===== config.mk =====
export PLATFORM = sky130hd
export DESIGN_NAME = writeback_queue
export DESIGN_NICKNAME = d
export VERILOG_FILES = /design/src/rtl/cpu_pkg.sv /design/src/rtl/wb_fifo.sv /design/src/rtl/writeback_queue.sv
export SDC_FILE = /design/constraint.sdc
export NUM_CORES = 1
export LEC_CHECK = 0
export BUFFER_PORTS_ARGS = -buffer_cell sky130_fd_sc_hd__buf_4
export CORE_UTILIZATION = 35
export DETAILED_ROUTE_END_ITERATION = 12
export RECOVER_POWER = 25
export SYNTH_ARGS = -nofsm -noshare
export SYNTH_HDL_FRONTEND = slang
export SYNTH_HIERARCHICAL = 1
export SYNTH_SLANG_ARGS = --single-unit

===== constraint.sdc =====
create_clock -name clk -period 2.35 [get_ports clk]
set_input_delay 0.235 -clock clk [delete_from_list [all_inputs] [get_ports clk]]
set_output_delay 0.235 -clock clk [all_outputs]
set_load 0.02 [all_outputs]

===== src/rtl/cpu_pkg.sv =====
// rtl/cpu_pkg.sv - shared CPU widths and writeback entry type
package cpu_pkg;

    localparam int DATA_W = 8;
    localparam int ADDR_W = 2;

    typedef logic [ADDR_W-1:0] reg_id_t;

    // Destination register id plus the value to be written there.
    typedef struct packed {
        reg_id_t             wreg;
        logic [DATA_W-1:0]   data;
    } wb_entry_t;

endpackage


===== src/rtl/wb_fifo.sv =====
// rtl/wb_fifo.sv - circular FIFO of writeback entries with full visibility of its contents
module wb_fifo
    import cpu_pkg::*;
#(
    parameter int  DEPTH = 4,
    localparam int IDX_W = $clog2(DEPTH),
    localparam int CNT_W = IDX_W + 1
) (
    input  logic             clk,
    input  logic             reset,
    input  logic             push,
    input  logic             pop,
    input  wb_entry_t        push_entry,
    output logic [CNT_W-1:0] count,
    output logic [IDX_W-1:0] head,
    output wb_entry_t        entries [DEPTH],
    output logic [DEPTH-1:0] valid
);

    logic [IDX_W-1:0] head_q, head_d;
    logic [IDX_W-1:0] tail_q, tail_d;
    logic [CNT_W-1:0] count_q, count_d;
    wb_entry_t        mem_q [DEPTH];
    wb_entry_t        mem_d [DEPTH];
    logic [IDX_W-1:0] offset;

    // The caller only pushes when not full and only pops when not empty.
    always_comb begin
        head_d  = head_q;
        tail_d  = tail_q;
        count_d = count_q;
        mem_d   = mem_q;
        if (push) begin
            mem_d[tail_q] = push_entry;
            tail_d        = tail_q + IDX_W'(1);
        end
        if (pop) begin
            head_d = head_q + IDX_W'(1);
        end
        case ({push, pop})
            2'b10:   count_d = count_q + CNT_W'(1);
            2'b01:   count_d = count_q - CNT_W'(1);
            default: count_d = count_q;
        endcase
    end

    always_ff @(posedge clk or posedge reset) begin
        if (reset) begin
            head_q  <= '0;
            tail_q  <= '0;
            count_q <= '0;
            for (int i = 0; i < DEPTH; i++) begin
                mem_q[i] <= '0;
            end
        end else begin
            head_q  <= head_d;
            tail_q  <= tail_d;
            count_q <= count_d;
            mem_q   <= mem_d;
        end
    end

    // A slot is live when its distance from head (mod DEPTH) is below count.
    always_comb begin
        valid  = '0;
        offset = '0;
        for (int i = 0; i < DEPTH; i++) begin
            offset   = IDX_W'(i) - head_q;
            valid[i] = ({1'b0, offset} < count_q);
        end
    end

    assign count   = count_q;
    assign head    = head_q;
    assign entries = mem_q;

endmodule


===== src/rtl/writeback_queue.sv =====
// rtl/writeback_queue.sv - buffered register-file write port with pending mask and forwarding
module writeback_queue #(
    parameter int  DEPTH  = 4,
    parameter int  DATA_W = cpu_pkg::DATA_W,
    parameter int  ADDR_W = cpu_pkg::ADDR_W,
    localparam int NREG   = 2 ** ADDR_W,
    localparam int IDX_W  = $clog2(DEPTH),
    localparam int CNT_W  = IDX_W + 1
) (
    input  logic              clk,
    input  logic              reset,
    input  logic              in_valid,
    output logic              in_ready,
    input  logic [ADDR_W-1:0] in_reg,
    input  logic [DATA_W-1:0] in_data,
    input  logic              hold,
    output logic              write,
    output logic [ADDR_W-1:0] write_reg,
    output logic [DATA_W-1:0] write_data,
    output logic [NREG-1:0]   pending,
    input  logic [ADDR_W-1:0] fwd_reg1,
    input  logic [ADDR_W-1:0] fwd_reg2,
    output logic              fwd_hit1,
    output logic              fwd_hit2,
    output logic [DATA_W-1:0] fwd_data1,
    output logic [DATA_W-1:0] fwd_data2
);

    logic                 push;
    logic                 pop;
    cpu_pkg::wb_entry_t   push_entry;
    logic [CNT_W-1:0]     count;
    logic [IDX_W-1:0]     head;
    cpu_pkg::wb_entry_t   entries [DEPTH];
    logic [DEPTH-1:0]     valid;

    logic                 write_q, write_d;
    logic [ADDR_W-1:0]    write_reg_q, write_reg_d;
    logic [DATA_W-1:0]    write_data_q, write_data_d;

    // No pass-through on full: in_ready depends only on registered count.
    assign in_ready   = (count < CNT_W'(DEPTH));
    assign push       = in_valid && in_ready;
    assign pop        = (count != '0) && !hold;
    assign push_entry = '{wreg: in_reg, data: in_data};

    wb_fifo #(.DEPTH(DEPTH)) u_fifo (
        .clk        (clk),
        .reset      (reset),
        .push       (push),
        .pop        (pop),
        .push_entry (push_entry),
        .count      (count),
        .head       (head),
        .entries    (entries),
        .valid      (valid)
    );

    always_comb begin
        write_d      = pop;
        write_reg_d  = write_reg_q;
        write_data_d = write_data_q;
        if (pop) begin
            write_reg_d  = entries[head].wreg;
            write_data_d = entries[head].data;
        end
    end

    always_ff @(posedge clk or posedge reset) begin
        if (reset) begin
            write_q      <= 1'b0;
            write_reg_q  <= '0;
            write_data_q <= '0;
        end else begin
            write_q      <= write_d;
            write_reg_q  <= write_reg_d;
            write_data_q <= write_data_d;
        end
    end

    assign write      = write_q;
    assign write_reg  = write_reg_q;
    assign write_data = write_data_q;

    always_comb begin
        pending = '0;
        for (int k = 0; k < DEPTH; k++) begin
            if (valid[k]) begin
                pending[entries[k].wreg] = 1'b1;
            end
        end
        if (write_q) begin
            pending[write_reg_q] = 1'b1;
        end
    end

    logic [ADDR_W-1:0] lk_reg  [2];
    logic              lk_hit  [2];
    logic [DATA_W-1:0] lk_data [2];
    logic [IDX_W-1:0]  lk_idx;

    assign lk_reg[0] = fwd_reg1;
    assign lk_reg[1] = fwd_reg2;

    // Scan oldest to youngest so the last match wins: output stage first,
    // then queue entries from head towards tail.
    always_comb begin
        lk_idx = '0;
        for (int p = 0; p < 2; p++) begin
            lk_hit[p]  = 1'b0;
            lk_data[p] = '0;
            if (write_q && (write_reg_q == lk_reg[p])) begin
                lk_hit[p]  = 1'b1;
                lk_data[p] = write_data_q;
            end
            for (int k = 0; k < DEPTH; k++) begin
                lk_idx = head + IDX_W'(k);
                if ((CNT_W'(k) < count) && (entries[lk_idx].wreg == lk_reg[p])) begin
                    lk_hit[p]  = 1'b1;
                    lk_data[p] = entries[lk_idx].data;
                end
            end
        end
    end

    assign fwd_hit1  = lk_hit[0];
    assign fwd_data1 = lk_data[0];
    assign fwd_hit2  = lk_hit[1];
    assign fwd_data2 = lk_data[1];

endmodule


Word-level counts from Yosys, hierarchy flattened --
Cells that the tools add are included.
Word-level totals: flip-flop bits (word level) 58, logic and storage cells 142
Cells by class: add/sub/neg operators 10, reduce and logical (&&, ||, !) cells 21, $lt $le $gt $ge 25, equal/unequal tests 12, muxes and demuxes 51, bitwise logic cells 9
Operator list (number):
- $mux 10 | 9
- $bmux 10 s2 | 4
- $mux 8 | 10
- $bwmux 40 | 1
- $demux 10 s2 | 1
- $eq 2x2->1 | 10
- $mux 4 | 5
- $logic_and 1x1->1 | 18
- $or 4x4->4 | 4
- $ge 3x3->1 const B | 5
- $lt 2x3->1 const B | 5
- $mux 1 | 15
- $not 2->3 | 5
- $lt 2x3->1 | 4
- $demux 1 s2 | 5
- $ge 2x1->1 const B | 5
- $lt 1x3->1 const A | 2
- $lt 2x3->1 const A | 2
- $pmux 3 s2 | 1
- $add 2x1->2 const B | 2
- $add 2x2->2 const B | 2
- $sub 1x2->2 const A | 2
- $sub 2x2->2 const A | 2
- $add 3x1->3 const B | 1
- 8 further kinds | 8

Longest topological paths before layout --
word-level depth 13, depth in mapped cells 10, depth with buffers taken out 9

By module --
The synthesis kept the hierarchy.
Modules (own cells, without submodules):
- writeback_queue | cells each 279, area an instance 2542.4 um^2, sequential area each 275.3 um^2, instances 1
- wb_fifo | cells each 133, area an instance 2178.3 um^2, sequential area each 1176.1 um^2, instances 1

Worst setup path before layout --
No wires, ideal clock.
path type flip-flop to output port, from reg u_fifo.head_q[0] (netlist: u_fifo/head[0]), to out fwd_data2[6], stages on the path, launching flop included 7, path slack -296 ps, path buffers 1, data arrival time 2411 ps, path through dfrtp_1 buf_6 mux4_2 xnor2_2 a31oi_2 a221oi_1 o31ai_1
Between the ends: cells in the longest elaborated chain, start to end 10, elaborated cells between the ends (all ways) 31, classes of those cells add/sub: 3; eq/ne: 4; mux: 16; bitwise: 4; reduce/logical: 4
RTL lines:
- start: declaration | RTL line wb_fifo.sv:20 | logic [IDX_W-1:0] head_q, head_d;
- start signal: assignment | RTL line wb_fifo.sv:49 | head_q <= '0;
- start signal: assignment | RTL line wb_fifo.sv:56 | head_q <= head_d;
- $add 2x1->2 / $not 2->3 (equally long branches) | RTL line writeback_queue.sv:117, writeback_queue.sv:118, writeback_queue.sv:120
- $not 2->3 (not written as such) / $bmux 10 s2 (equally long branches) | RTL line writeback_queue.sv:118, writeback_queue.sv:120
- $bmux 10 s2 / $mux 10 (equally long branches) | RTL line writeback_queue.sv:118, writeback_queue.sv:120
- $mux 10 (not written as such) | RTL line writeback_queue.sv:120 | lk_data[p] = entries[lk_idx].data;
- $mux 10 (not written as such) / $eq 2x2->1 (equally long branches) | RTL line writeback_queue.sv:120, writeback_queue.sv:118
- $eq 2x2->1 / $logic_and 1x1->1 (equally long branches) | RTL line writeback_queue.sv:118 | if ((CNT_W'(k) < count) && (entries[lk_idx].wreg == lk_reg[p])) begin
- $logic_and 1x1->1 / $mux 8 (equally long branches) | RTL line writeback_queue.sv:118
- $mux 8 (2 in series) | RTL line writeback_queue.sv:118
- $mux 8 (*) | RTL line writeback_queue.sv:118
- end: declaration | RTL line writeback_queue.sv:26 | output logic [DATA_W-1:0] fwd_data2
Every way passes the cells marked *; elsewhere a longest branch is shown, timed or not. The select of a mux whose other input is x is not followed.

Worst setup path after layout --
from reg u_fifo.head_q[0] (netlist: u_fifo/head[0]), to out fwd_data2[4]
The elaborated chain is that of the path after synthesis.

==> impl_metrics.prom <==
# TYPE chip_impl_metric gauge
chip_impl_metric{name="setup_slack_of_the_worst_register_to_register_path",unit="ns"} 0.26
chip_impl_metric{name="worstPathMaxFanout",unit=""} 8
chip_impl_info{name="startpoint_type",value="flop"} 1
chip_impl_metric{name="synth_seq_area_share",unit="%"} 30.7
chip_impl_metric{name="register_area",unit="um2"} 1450
chip_impl_metric{name="layout_min_cycle_time",unit="ns"} 2.93
chip_impl_metric{name="routed_wirelength",unit="um"} 13900
chip_impl_metric{name="netlist_instances",unit=""} 412
chip_impl_metric{name="synth_area",unit="um2"} 4720
chip_impl_metric{name="ant_nets",unit=""} 0
chip_impl_metric{name="met2RoutedLength",unit="um"} 6800
chip_impl_metric{name="core",unit="um2"} 13200
chip_impl_metric{name="route.detailed.wl_per_inst",unit="um"} 20.0
chip_impl_metric{name="timing.hold.worst_path_depth",unit=""} 2
chip_impl_metric{name="area_delta_synth_final",unit="%"} 34.1
chip_impl_info{name="tritoncts_clock_tree",value="done"} 1
chip_impl_metric{name="worst_clock_skew",unit="ns"} 0.00518
chip_impl_metric{name="final_layout_net_count",unit=""} 538
chip_impl_info{name="setup.worst_path.class",value="reg -> out"} 1
chip_impl_metric{name="detailedPlacementHpwl",unit="um"} 9850
chip_impl_metric{name="max-cap-violations",unit=""} 0
chip_impl_metric{name="netlist.area_leader.share",unit="%"} 30.7
chip_impl_metric{name="global_route.overflow_total",unit=""} 0
chip_impl_info{name="rr_endpoint",value="u_fifo/count[2]"} 1
chip_impl_metric{name="wirelength_met1",unit="um"} 6180
chip_impl_metric{name="dpl.cell_count",unit=""} 662
chip_impl_info{name="synth_top_cell_by_area",value="sky130_fd_sc_hd__dfrtp_1"} 1
chip_impl_info{name="worstHoldEndpoint",value="u_fifo/entries[37]"} 1
chip_impl_info{name="grt_setup_unrepaired",value="yes"} 1
chip_impl_metric{name="htree_levels",unit=""} 3
chip_impl_metric{name="fmax",unit="GHz"} 0.341
chip_impl_metric{name="horizontal_die_dimension",unit="um"} 118
chip_impl_metric{name="synth_warnings",unit=""} 6
chip_impl_metric{name="clk-insertion-delay-late",unit="ns"} 0.34
chip_impl_metric{name="first_pass_grt_wire_length",unit="um"} 22200
chip_impl_metric{name="multi_input_logic_area",unit="um2"} 3350
chip_impl_metric{name="hold_viol_final",unit=""} 0
chip_impl_metric{name="drt-vias-per-instance",unit=""} 5.46
chip_impl_metric{name="first_global_vias",unit=""} 3896
chip_impl_metric{name="max-slew-margin-rel",unit="%"} 13.3
chip_impl_metric{name="port_buffers",unit=""} 51
chip_impl_metric{name="syn_area_per_cell",unit="um2"} 11.5
chip_impl_metric{name="dpl_worst_slack",unit="ns"} -0.238
chip_impl_info{name="ys_top_cells_by_area",value="sky130_fd_sc_hd__dfrtp_1, sky130_fd_sc_hd__mux2i_1, sky130_fd_sc_hd__mux2_4"} 1
chip_impl_info{name="run_status",value="finished, violations left"} 1
chip_impl_info{name="worst_r2r_startpoint",value="u_fifo/count[1]"} 1
chip_impl_info{name="failing_checks",value="setup timing"} 1
chip_impl_info{name="layout.cells.most_common",value="sky130_fd_sc_hd__buf_4"} 1
chip_impl_metric{name="route.met3.wl",unit="um"} 647
chip_impl_metric{name="synth_nets",unit=""} 440
chip_impl_metric{name="cts-root-to-sink-buffers",unit=""} 2
chip_impl_metric{name="die-area",unit="um2"} 14000
chip_impl_metric{name="via_count_of_the_routed_design",unit=""} 3771
chip_impl_metric{name="first_pass_iters",unit=""} 5
chip_impl_metric{name="final_layout_size_suffix_gt1_share",unit="%"} 45.6
chip_impl_metric{name="track_usage",unit="%"} 20.7
chip_impl_metric{name="worstPathArrival",unit="ns"} 2.70
chip_impl_metric{name="rr_worst_depth",unit=""} 9
chip_impl_metric{name="post_synth_num_cell_types",unit=""} 45
chip_impl_metric{name="setup_violations",unit=""} 22
chip_impl_metric{name="synth-seq-cells",unit=""} 58
chip_impl_metric{name="numCtsBuffers",unit=""} 9
chip_impl_metric{name="fin_cells",unit=""} 691
chip_impl_metric{name="number_of_flip_flops_in_the_largest_register",unit=""} 40
chip_impl_metric{name="first_iter_violations",unit=""} 428
chip_impl_metric{name="design.portCount",unit=""} 52
chip_impl_metric{name="cts.sink_count",unit=""} 58
chip_impl_info{name="hold_path_startpoint",value="in_data[7]"} 1
chip_impl_metric{name="route.detailed.drc",unit=""} 0
chip_impl_metric{name="place_congestion",unit=""} 0.848
chip_impl_info{name="hp-class",value="in -> reg"} 1
chip_impl_metric{name="worst_ep_required_time",unit="ns"} 2.12
chip_impl_info{name="highest_layer",value="met4"} 1
chip_impl_info{name="root_buffer_master",value="sky130_fd_sc_hd__clkbuf_16"} 1
chip_impl_metric{name="starting_utilization_of_the_core_area",unit="%"} 35.8
chip_impl_metric{name="pin_count_of_the_biggest_net_entering_global_routing",unit=""} 33
chip_impl_info{name="layout_common_cells",value="sky130_fd_sc_hd__buf_4, sky130_fd_sc_hd__mux2i_1, sky130_fd_sc_hd__dfrtp_1"} 1
chip_impl_metric{name="maxSlewViolCount",unit=""} 0
chip_impl_metric{name="worstMarginPinSlew",unit="ns"} 1.30
chip_impl_metric{name="diodes",unit=""} 0
chip_impl_info{name="end_kind",value="output pin"} 1
chip_impl_metric{name="die-height",unit="um"} 118
chip_impl_metric{name="grt_antenna_before_repair",unit=""} 0
chip_impl_metric{name="post-route-period-util",unit="%"} 125
chip_impl_metric{name="path_clk_slew",unit="ns"} 0.05
chip_impl_metric{name="fillers",unit=""} 1187
chip_impl_metric{name="placementRows",unit=""} 42
chip_impl_metric{name="fin_ws",unit="ns"} -0.583
[layer usage]
layer | vias to the layer above | track usage (%)
met1 | 1874 | 27.5
li1 | 1750 | -
met3 | 21 | 3.72
met2 | 126 | 34.0
met4 | 0 | 6.57
met5 | - | 0
[area by class of cell]
type	instances	area share [%]
well taps	176	3.48
inverters	14	0.830
clock buffers	10	3.78
flip-flops and latches	58	23.0
multi-input cells	315	53.0
repair buffers	112	14.6
clock inverters	6	1.40
[timing repair]
item	4_1_cts	5_1_grt
endpoints found under the hold margin	11	0
hold buffers	1	0
gates resized for setup	7	17
setup buffers	8	4
pin swaps	5	7
setup endpoints to repair	22	22
[logic make-up after synthesis]
logic type      synth area share, %
compound gates                 9.65
simple gates                   11.1
xor+xnor                       6.28
fa+ha+maj                      2.81
flops                          30.7
buf+inv                        4.40
mux                            35.0
[worst max-delay path by stage]
stage | slack, ns | from | end | cells after the start
3_5_place_dp | -0.24 | u_fifo/head[0] | fwd_data2[1] | 6
3_3_place_gp | -0.21 | u_fifo/head[0] | fwd_data1[1] | 7
5_1_grt | -0.67 | u_fifo/head[0] | fwd_data2[0] | 7
2_1_floorplan | -0.04 | u_fifo/head[1] | fwd_data1[1] | 7
6_report | -0.58 | u_fifo/head[0] | fwd_data2[4] | 8
4_1_cts | -0.55 | u_fifo/head[0] | fwd_data2[7] | 7
[per-stage QoR]
step,utilization (%),TNS (ns),hold WS [ns],area [um2]
3_5_place_dp,43.7,-3.39,0.307,5760
6_report,48.0,-10.83,0.153,6330
4_1_cts,47.1,-10.59,0.151,6210
2_1_floorplan,-,-0.375,0.0874,4880
5_1_grt,48.0,-13.00,0.155,6330
3_3_place_gp,43.7,-2.70,0.311,5760
[cells in the mapped netlist (all sizes together)]
| cell | count |
|---|---|
| mux4 | 8 |
| nand4 | 1 |
| nor2 | 18 |
| inv | 14 |
| a21oi | 11 |
| mux2i | 67 |
| o21bai | 1 |
| a31oi | 3 |
| nand3b | 2 |
| or2 | 4 |
| o31ai | 18 |
| clkbuf | 10 |
| nand2b | 3 |
| xnor2 | 19 |
| nand3 | 9 |
| or3 | 5 |
| ha | 9 |
| a221oi | 16 |
| and3 | 6 |
| a211oi | 3 |
| nor4 | 16 |
| o22ai | 2 |
| xor2 | 8 |
| nor3b | 3 |
| nand2 | 15 |
| o21ai | 3 |
| fa | 1 |
| buf | 15 |
| o32ai | 1 |
| dfrtp | 58 |
| or4 | 1 |
| mux2 | 58 |
| nor2b | 4 |
[worst max-delay path: stages, from the launching register on]
cell	delay, ns
sky130_fd_sc_hd__dfrtp_2	0.48
sky130_fd_sc_hd__mux4_2	0.60
sky130_fd_sc_hd__xnor2_2	0.17
sky130_fd_sc_hd__buf_4	0.14
sky130_fd_sc_hd__a31oi_4	0.32
sky130_fd_sc_hd__buf_4	0.18
sky130_fd_sc_hd__a221oi_2	0.05
sky130_fd_sc_hd__o31ai_2	0.22
sky130_fd_sc_hd__buf_4	0.19
Power is not shown: default switching activity piles up to over one toggle a cycle in this logic, so the estimate is an artifact.
